[src/rtl/mips_pkg.sv]
// Shared encodings for the execute-stage ALU and the iterative multiply/divide engine.
package mips_pkg;

    typedef enum logic [2:0] {
        ALU_AND = 3'b000,
        ALU_OR  = 3'b001,
        ALU_ADD = 3'b010,
        ALU_SUB = 3'b110,
        ALU_SLT = 3'b111
    } alu_op_t;

    typedef enum logic [1:0] {
        MD_MULT  = 2'b00,
        MD_MULTU = 2'b01,
        MD_DIV   = 2'b10,
        MD_DIVU  = 2'b11
    } md_op_t;

    typedef enum logic [1:0] {
        IDLE = 2'd0,
        CALC = 2'd1,
        FIN  = 2'd2
    } md_state_t;

endpackage

[src/rtl/muldiv_iter.sv]
// Radix-2 iterative engine: shift-add multiply / restoring divide on operand magnitudes,
// sign fix-up applied on the final step so HI/LO are written once, at the CALC->FIN edge.
module muldiv_iter
    import mips_pkg::*;
#(
    parameter int unsigned WIDTH = 32
) (
    input  logic             clk,
    input  logic             reset_n,
    input  logic             i_start,
    input  logic [1:0]       i_md_op,
    input  logic [WIDTH-1:0] i_a,
    input  logic [WIDTH-1:0] i_b,
    output logic             o_busy,
    output logic             o_done,
    output logic             o_wr_en,
    output logic [WIDTH-1:0] o_hi_nxt,
    output logic [WIDTH-1:0] o_lo_nxt
);
    localparam int unsigned CW = $clog2(WIDTH);

    md_state_t           r_state, w_state_nxt;
    logic [CW-1:0]       r_count;
    logic [2*WIDTH-1:0]  r_acc;
    logic [WIDTH-1:0]    r_opb;
    logic                r_is_div, r_neg_q, r_neg_r, r_dz;

    logic                w_signed, w_is_div, w_a_neg, w_b_neg, w_last;
    logic [WIDTH-1:0]    w_a_mag, w_b_mag;
    logic [WIDTH:0]      w_mul_upper, w_div_shift, w_div_diff;
    logic [2*WIDTH-1:0]  w_mul_acc, w_div_acc, w_acc_step, w_prod;
    logic [WIDTH-1:0]    w_quo, w_rem;

    assign w_signed = (i_md_op == MD_MULT) || (i_md_op == MD_DIV);
    assign w_is_div = (i_md_op == MD_DIV)  || (i_md_op == MD_DIVU);
    assign w_a_neg  = w_signed & i_a[WIDTH-1];
    assign w_b_neg  = w_signed & i_b[WIDTH-1];
    assign w_a_mag  = w_a_neg ? -i_a : i_a;
    assign w_b_mag  = w_b_neg ? -i_b : i_b;
    assign w_last   = (r_count == CW'(WIDTH - 1));

    always_ff @(posedge clk or negedge reset_n) begin
        if (!reset_n) r_state <= IDLE;
        else          r_state <= w_state_nxt;
    end

    always_comb begin
        w_state_nxt = r_state;
        case (r_state)
            IDLE:    if (i_start) w_state_nxt = CALC;
            CALC:    if (w_last)  w_state_nxt = FIN;
            FIN:     w_state_nxt = IDLE;
            default: w_state_nxt = IDLE;
        endcase
    end

    always_comb begin
        o_busy  = (r_state != IDLE);
        o_done  = (r_state == FIN);
        o_wr_en = (r_state == CALC) && w_last;
    end

    // Both ops start with the multiplier/dividend magnitude in the low half of the accumulator.
    always_ff @(posedge clk or negedge reset_n) begin
        if (!reset_n) begin
            r_count  <= '0;
            r_acc    <= '0;
            r_opb    <= '0;
            r_is_div <= 1'b0;
            r_neg_q  <= 1'b0;
            r_neg_r  <= 1'b0;
            r_dz     <= 1'b0;
        end else if (r_state == IDLE && i_start) begin
            r_count  <= '0;
            r_acc    <= {{WIDTH{1'b0}}, w_a_mag};
            r_opb    <= w_b_mag;
            r_is_div <= w_is_div;
            r_neg_q  <= w_a_neg ^ w_b_neg;
            r_neg_r  <= w_a_neg;
            r_dz     <= (i_b == '0);
        end else if (r_state == CALC) begin
            r_count  <= r_count + 1'b1;
            r_acc    <= w_acc_step;
        end
    end

    always_comb begin
        w_mul_upper = {1'b0, r_acc[2*WIDTH-1:WIDTH]} + (r_acc[0] ? {1'b0, r_opb} : '0);
        w_mul_acc   = {w_mul_upper, r_acc[WIDTH-1:1]};
        w_div_shift = r_acc[2*WIDTH-1:WIDTH-1];
        w_div_diff  = w_div_shift - {1'b0, r_opb};
        w_div_acc   = w_div_diff[WIDTH] ? {w_div_shift[WIDTH-1:0], r_acc[WIDTH-2:0], 1'b0}
                                        : {w_div_diff[WIDTH-1:0],  r_acc[WIDTH-2:0], 1'b1};
        w_acc_step  = r_is_div ? w_div_acc : w_mul_acc;
    end

    // Divide by zero leaves the dividend magnitude as remainder, so only LO needs overriding.
    always_comb begin
        w_prod = r_neg_q ? -w_acc_step : w_acc_step;
        w_quo  = w_acc_step[WIDTH-1:0];
        w_rem  = w_acc_step[2*WIDTH-1:WIDTH];
        if (r_is_div) begin
            o_lo_nxt = r_dz ? '1 : (r_neg_q ? -w_quo : w_quo);
            o_hi_nxt = r_neg_r ? -w_rem : w_rem;
        end else begin
            o_lo_nxt = w_prod[WIDTH-1:0];
            o_hi_nxt = w_prod[2*WIDTH-1:WIDTH];
        end
    end

endmodule

[src/rtl/alu_muldiv_unit.sv]
// Execute-stage datapath: combinational ALU plus HI/LO registers fed by the iterative mul/div engine.
module alu_muldiv_unit
    import mips_pkg::*;
#(
    parameter int unsigned WIDTH = 32
) (
    input  logic             clk,
    input  logic             reset_n,
    input  logic [2:0]       alu_op,
    input  logic [WIDTH-1:0] a,
    input  logic [WIDTH-1:0] b,
    output logic [WIDTH-1:0] result,
    output logic             zero,
    output logic             overflow,
    input  logic             md_start,
    input  logic [1:0]       md_op,
    output logic             md_busy,
    output logic             md_done,
    output logic [WIDTH-1:0] hi,
    output logic [WIDTH-1:0] lo
);
    logic [WIDTH-1:0] w_sum, w_diff, w_hi_nxt, w_lo_nxt;
    logic [WIDTH-1:0] r_hi, r_lo;
    logic             w_wr_en, w_slt;

    assign w_sum  = a + b;
    assign w_diff = a - b;
    assign w_slt  = $signed(a) < $signed(b);

    always_comb begin
        result   = '0;
        overflow = 1'b0;
        case (alu_op)
            ALU_AND: result = a & b;
            ALU_OR:  result = a | b;
            ALU_ADD: begin
                result   = w_sum;
                overflow = (a[WIDTH-1] == b[WIDTH-1]) && (w_sum[WIDTH-1] != a[WIDTH-1]);
            end
            ALU_SUB: begin
                result   = w_diff;
                overflow = (a[WIDTH-1] != b[WIDTH-1]) && (w_diff[WIDTH-1] != a[WIDTH-1]);
            end
            ALU_SLT: result = {{(WIDTH-1){1'b0}}, w_slt};
            default: ;
        endcase
    end

    assign zero = (result == '0);

    muldiv_iter #(.WIDTH(WIDTH)) u_muldiv (
        .clk      (clk),
        .reset_n  (reset_n),
        .i_start  (md_start),
        .i_md_op  (md_op),
        .i_a      (a),
        .i_b      (b),
        .o_busy   (md_busy),
        .o_done   (md_done),
        .o_wr_en  (w_wr_en),
        .o_hi_nxt (w_hi_nxt),
        .o_lo_nxt (w_lo_nxt)
    );

    always_ff @(posedge clk or negedge reset_n) begin
        if (!reset_n) begin
            r_hi <= '0;
            r_lo <= '0;
        end else if (w_wr_en) begin
            r_hi <= w_hi_nxt;
            r_lo <= w_lo_nxt;
        end
    end

    assign hi = r_hi;
    assign lo = r_lo;

endmodule
[config.mk]
export PLATFORM = sky130hd
export DESIGN_NAME = alu_muldiv_unit
export DESIGN_NICKNAME = d
export VERILOG_FILES = /design/src/rtl/mips_pkg.sv /design/src/rtl/muldiv_iter.sv /design/src/rtl/alu_muldiv_unit.sv
export SDC_FILE = /design/constraint.sdc
export NUM_CORES = 1
export LEC_CHECK = 0
export CAP_MARGIN = 25
export CORE_MARGIN = 1.5
export CORE_UTILIZATION = 41
export DETAILED_ROUTE_END_ITERATION = 8
export PLACE_DENSITY = 0.59
export SYNTH_ARGS = -nofsm -noshare
export SYNTH_HDL_FRONTEND = slang
export SYNTH_SLANG_ARGS = --single-unit
[constraint.sdc]
create_clock -name clk -period 6.3 [get_ports clk]
set_clock_uncertainty 0.2 [all_clocks]
set_input_delay 0.63 -clock clk [delete_from_list [all_inputs] [get_ports clk]]
set_output_delay 0.63 -clock clk [all_outputs]
set_load 0.02 [all_outputs]
==> qor.log <==
qor: clock_tree.clock-root-buffer clkbuf_16
qor: grt.first_global_vias 21200
qor: placed_design.hpwlAfterDp 68100 µm
qor: die.start_util 0.415
qor: grt.grt_util_all_layers 0.333
qor: clock_tree.path_clk_slew 0.07 ns
qor: critical_path.r2r-start u_muldiv.r_opb[17]
qor: critical_path.worstSetupPathType in -> out
qor: timing.final_sum_of_negative_setup_slack 0 ns
qor: die.std_cell_rows 81
qor: power_and_ir_drop.power_per_cell_area 579 nW/µm²
qor: finish.share_of_layout_cells_above_drive_strength_1 0.109
qor: power_and_ir_drop.power_leakage 10.6 nW
qor: finish.most_used_cells_in_the_layout_excluding_fill_and_tap_cells nand2_1, buf_4, o21ai_0
qor: routing.vias 22200
qor: clock_tree.cts_htree_levels 4
qor: routing.drt-total-wl 84800 µm
qor: die.fp.coreArea 48800 µm²
qor: placed_design.port_buffers 171
qor: die.pin_count 172
qor: placed_design.place.gp.congestion 1.00
qor: finish.fin_util 0.504
qor: critical_path.cp_max_fo 2
qor: outcome.outcome complete, no violations
qor: finish.flow.area_growth_from_synthesis 21.5%
qor: timing.unrepaired_setup_endpoints_after_global_routing false
qor: synth.top_ff_cell_synth dfrtp_1
qor: routing.drt_iter0_markers 2077
qor: grt.grt_first_pass_wirelength 129000 µm
qor: synth.asyncSetResetFlopFracSynth 1.00
qor: timing.final-setup-viol-count 0
qor: synth.netlist-cell-type-count 90
qor: clock_tree.numCtsBuffers 17
qor: die.dieHeight 225 µm
qor: min_path.hold_path_class reg -> reg
qor: critical_path.critPathLaunchType input port
qor: grt.grt_antenna_before_repair 4
qor: finish.final_common_cell nand2_1
qor: power_and_ir_drop.vdd.ir_drop.worst 302 µV
qor: synth.ys.warnings.count 0
qor: critical_path.regToRegSetupSlack 0.49 ns
qor: synth.synth_nets 2980
qor: power_and_ir_drop.total_power 14.2 mW
qor: finish.post_layout_nonfiller_instances 3678
qor: timing.finalCritPeriodShare 0.969
qor: timing.max_freq 164 MHz
qor: synth.sequential_share_of_the_synthesized_area 0.211
qor: clock_tree.clk-insertion-delay-late 0.50 ns
qor: clock_tree.clock_sinks 171
qor: timing.slew_viol_final 0
qor: critical_path.r2r_end hi[10]
qor: synth.syn-mean-instance-area 7.40 µm²
qor: die.dieWidth 225 µm
qor: routing.drc 0
qor: timing.final_critical_path_setup_slack 0.192 ns
qor: placed_design.pre_cts_ws -0.267 ns
qor: synth.postSynthRegisterBits 171
qor: routing.drt-vias-per-instance 6.04
qor: finish.finish.net_count 3242
qor: critical_path.critical_path.endpoint_type primary output
qor: critical_path.critPathLaunch a[1]
qor: routing.wl_per_cell 23.0 µm
qor: synth.synthesis.instances 2738
qor: min_path.hold-path-endpoint hi[4]
qor: critical_path.critPathArrivalTime 5.28 ns
qor: clock_tree.ctsLongestPathBuffers 2
qor: synth.synth_edf_count 0
qor: min_path.hold_depth 2
qor: die.die-area 50800 µm²
qor: timing.tightest_slew_margin_relative_to_the_limit 0.370
qor: critical_path.cp.required 5.47 ns
qor: synth.yosysTopAreaCell dfrtp_1
qor: min_path.hold_path_startpoint hi[4]
qor: synth.synth.area.top_cells dfrtp_1, ha_1, xnor2_1, nand2_1, o21ai_0
qor: job.max_cap_violations 0
qor: timing.worst_pin_slew 0.942 ns
qor: placed_design.placed_cells 3644
qor: synth.post_synthesis_cell_area 20300 µm²
qor: grt.grt_overflow_total 0
qor: timing.finalHoldViolations 0
qor: grt.pin_count_of_the_biggest_net_entering_global_routing 94
qor: routing.drt.antenna.violating_nets 0
qor: routing.dr.pass1.iters 6
qor: clock_tree.tritoncts_clock_tree done
qor: critical_path.r2r_cells 19
qor: timing.period_minus_slack 6.11 ns
qor: synth.yosysTopAreaCellShare 0.211
qor: clock_tree.post-cts-setup-buffer-count 0
==> per-layer routing <==
metal	wire length, µm	global-route usage	share of wire	vias to the layer above
met5	26	0	0.00031	-
li1	-	-	-	10400
met1	36600	0.440	0.43	10700
met2	38400	0.531	0.45	851
met4	4230	0.158	0.050	4
met3	5530	0.0528	0.065	176
==> synthesized netlist by cell type, types with 15 or more instances <==
cell	count
a211oi_1	22
and2_1	59
o21bai_1	18
inv_1	162
nor2_1	200
nor2b_1	30
xor2_1	35
dfrtp_1	171
o31ai_1	25
nor4_1	23
mux2i_1	83
o21ai_0	223
or3_1	24
a31oi_1	40
a21oi_1	177
a21o_1	45
o21ai_1	27
o211ai_1	62
nand3_1	93
nand2_1	315
and3_1	21
nor3_1	78
clkbuf_1	136
ha_1	166
xnor2_1	143
nand2b_1	25
nand4_1	30
o22ai_1	21
buf_1	15
==> state kept, by name, summed over array words and instances, names as in the netlist <==
name,flops
u_muldiv.r_neg_q,1
lo,32
u_muldiv.r_opb,32
u_muldiv.r_acc,64
u_muldiv.r_neg_r,1
u_muldiv.r_dz,1
u_muldiv.r_count,5
hi,32
u_muldiv.r_is_div,1
u_muldiv.r_state,2
==> timing repair <==
| action | in CTS | in global routing |
|---|---|---|
| resized for setup | 2 | 15 |
| hold buffers | 1 | 0 |
| setup endpoints to repair | 2 | 3 |
| endpoints found under the hold margin | 66 | 0 |
==> worst max-delay path, stage by stage <==
cell and delay, ns:
clkdlybuf4s50_1 0.52, buf_4 0.13, inv_1 0.05, ha_1 0.31, o21ba_2 0.22, o21bai_1 0.21, a21o_1 0.21, a221oi_1 0.09
buf_4 0.17, a311oi_2 0.38, a21oi_1 0.18, buf_4 0.17, a21oi_1 0.26, nor4b_2 0.30, buf_4 0.17, o31ai_2 0.08
mux2i_1 0.18, xnor2_1 0.14, nand2_1 0.08, buf_4 0.14, nand2_1 0.05, clkdlybuf4s50_1 0.60
==> metrics by stage <==
stage	area, µm²	hold slack [ns]
final	24600	0.283
after global routing	24600	0.318
after CTS	24600	0.287
after detailed placement	23900	0.270
after global placement	23900	0.270
after floorplan	20300	0.134
==> logic make-up after synthesis <==
group / after synthesis / synth area share
buffers and inverters: 319 / 0.0597
and+or+nand+nor: 956 / 0.226
adders and majority gates: 170 / 0.106
DFF: 171 / 0.211
xor gates and xnor gates: 180 / 0.0785
muxes: 94 / 0.0471
AOI/OAI and AO/OA: 848 / 0.271
==> cell type report <==
class                           instances  area (µm²)
Inverter                              163         612
Tap cell                              664         831
Clock buffer                           17         425
Clock inverter                         15         189
Sequential cell                       171        4280
Multi-Input combinational cell       2248       14900
Antenna cell                            1        2.50
Timing Repair Buffer                  399        3410
Fill cell                            4920       24200
==> report_power, final <==
part	internal [mW]	switching, mW	total, mW	leakage [nW]
Clock	0.540	0.570	1.11	0.298
Combinational	4.06	6.85	10.9	8.44
Sequential	1.60	0.637	2.23	1.89
Total	6.19	8.06	14.2	10.6
==> worst max path at each step <==
stage / to / slack, ns / depth (start not counted)
floorplan: zero / 0.62 / 15
global placement: zero / -0.33 / 17
detailed placement: zero / -0.27 / 17
CTS: zero / 0.002 / 17
global route: result[31] / 0.003 / 22
finish: result[31] / 0.19 / 22
Power figures use the tool's default switching activity.
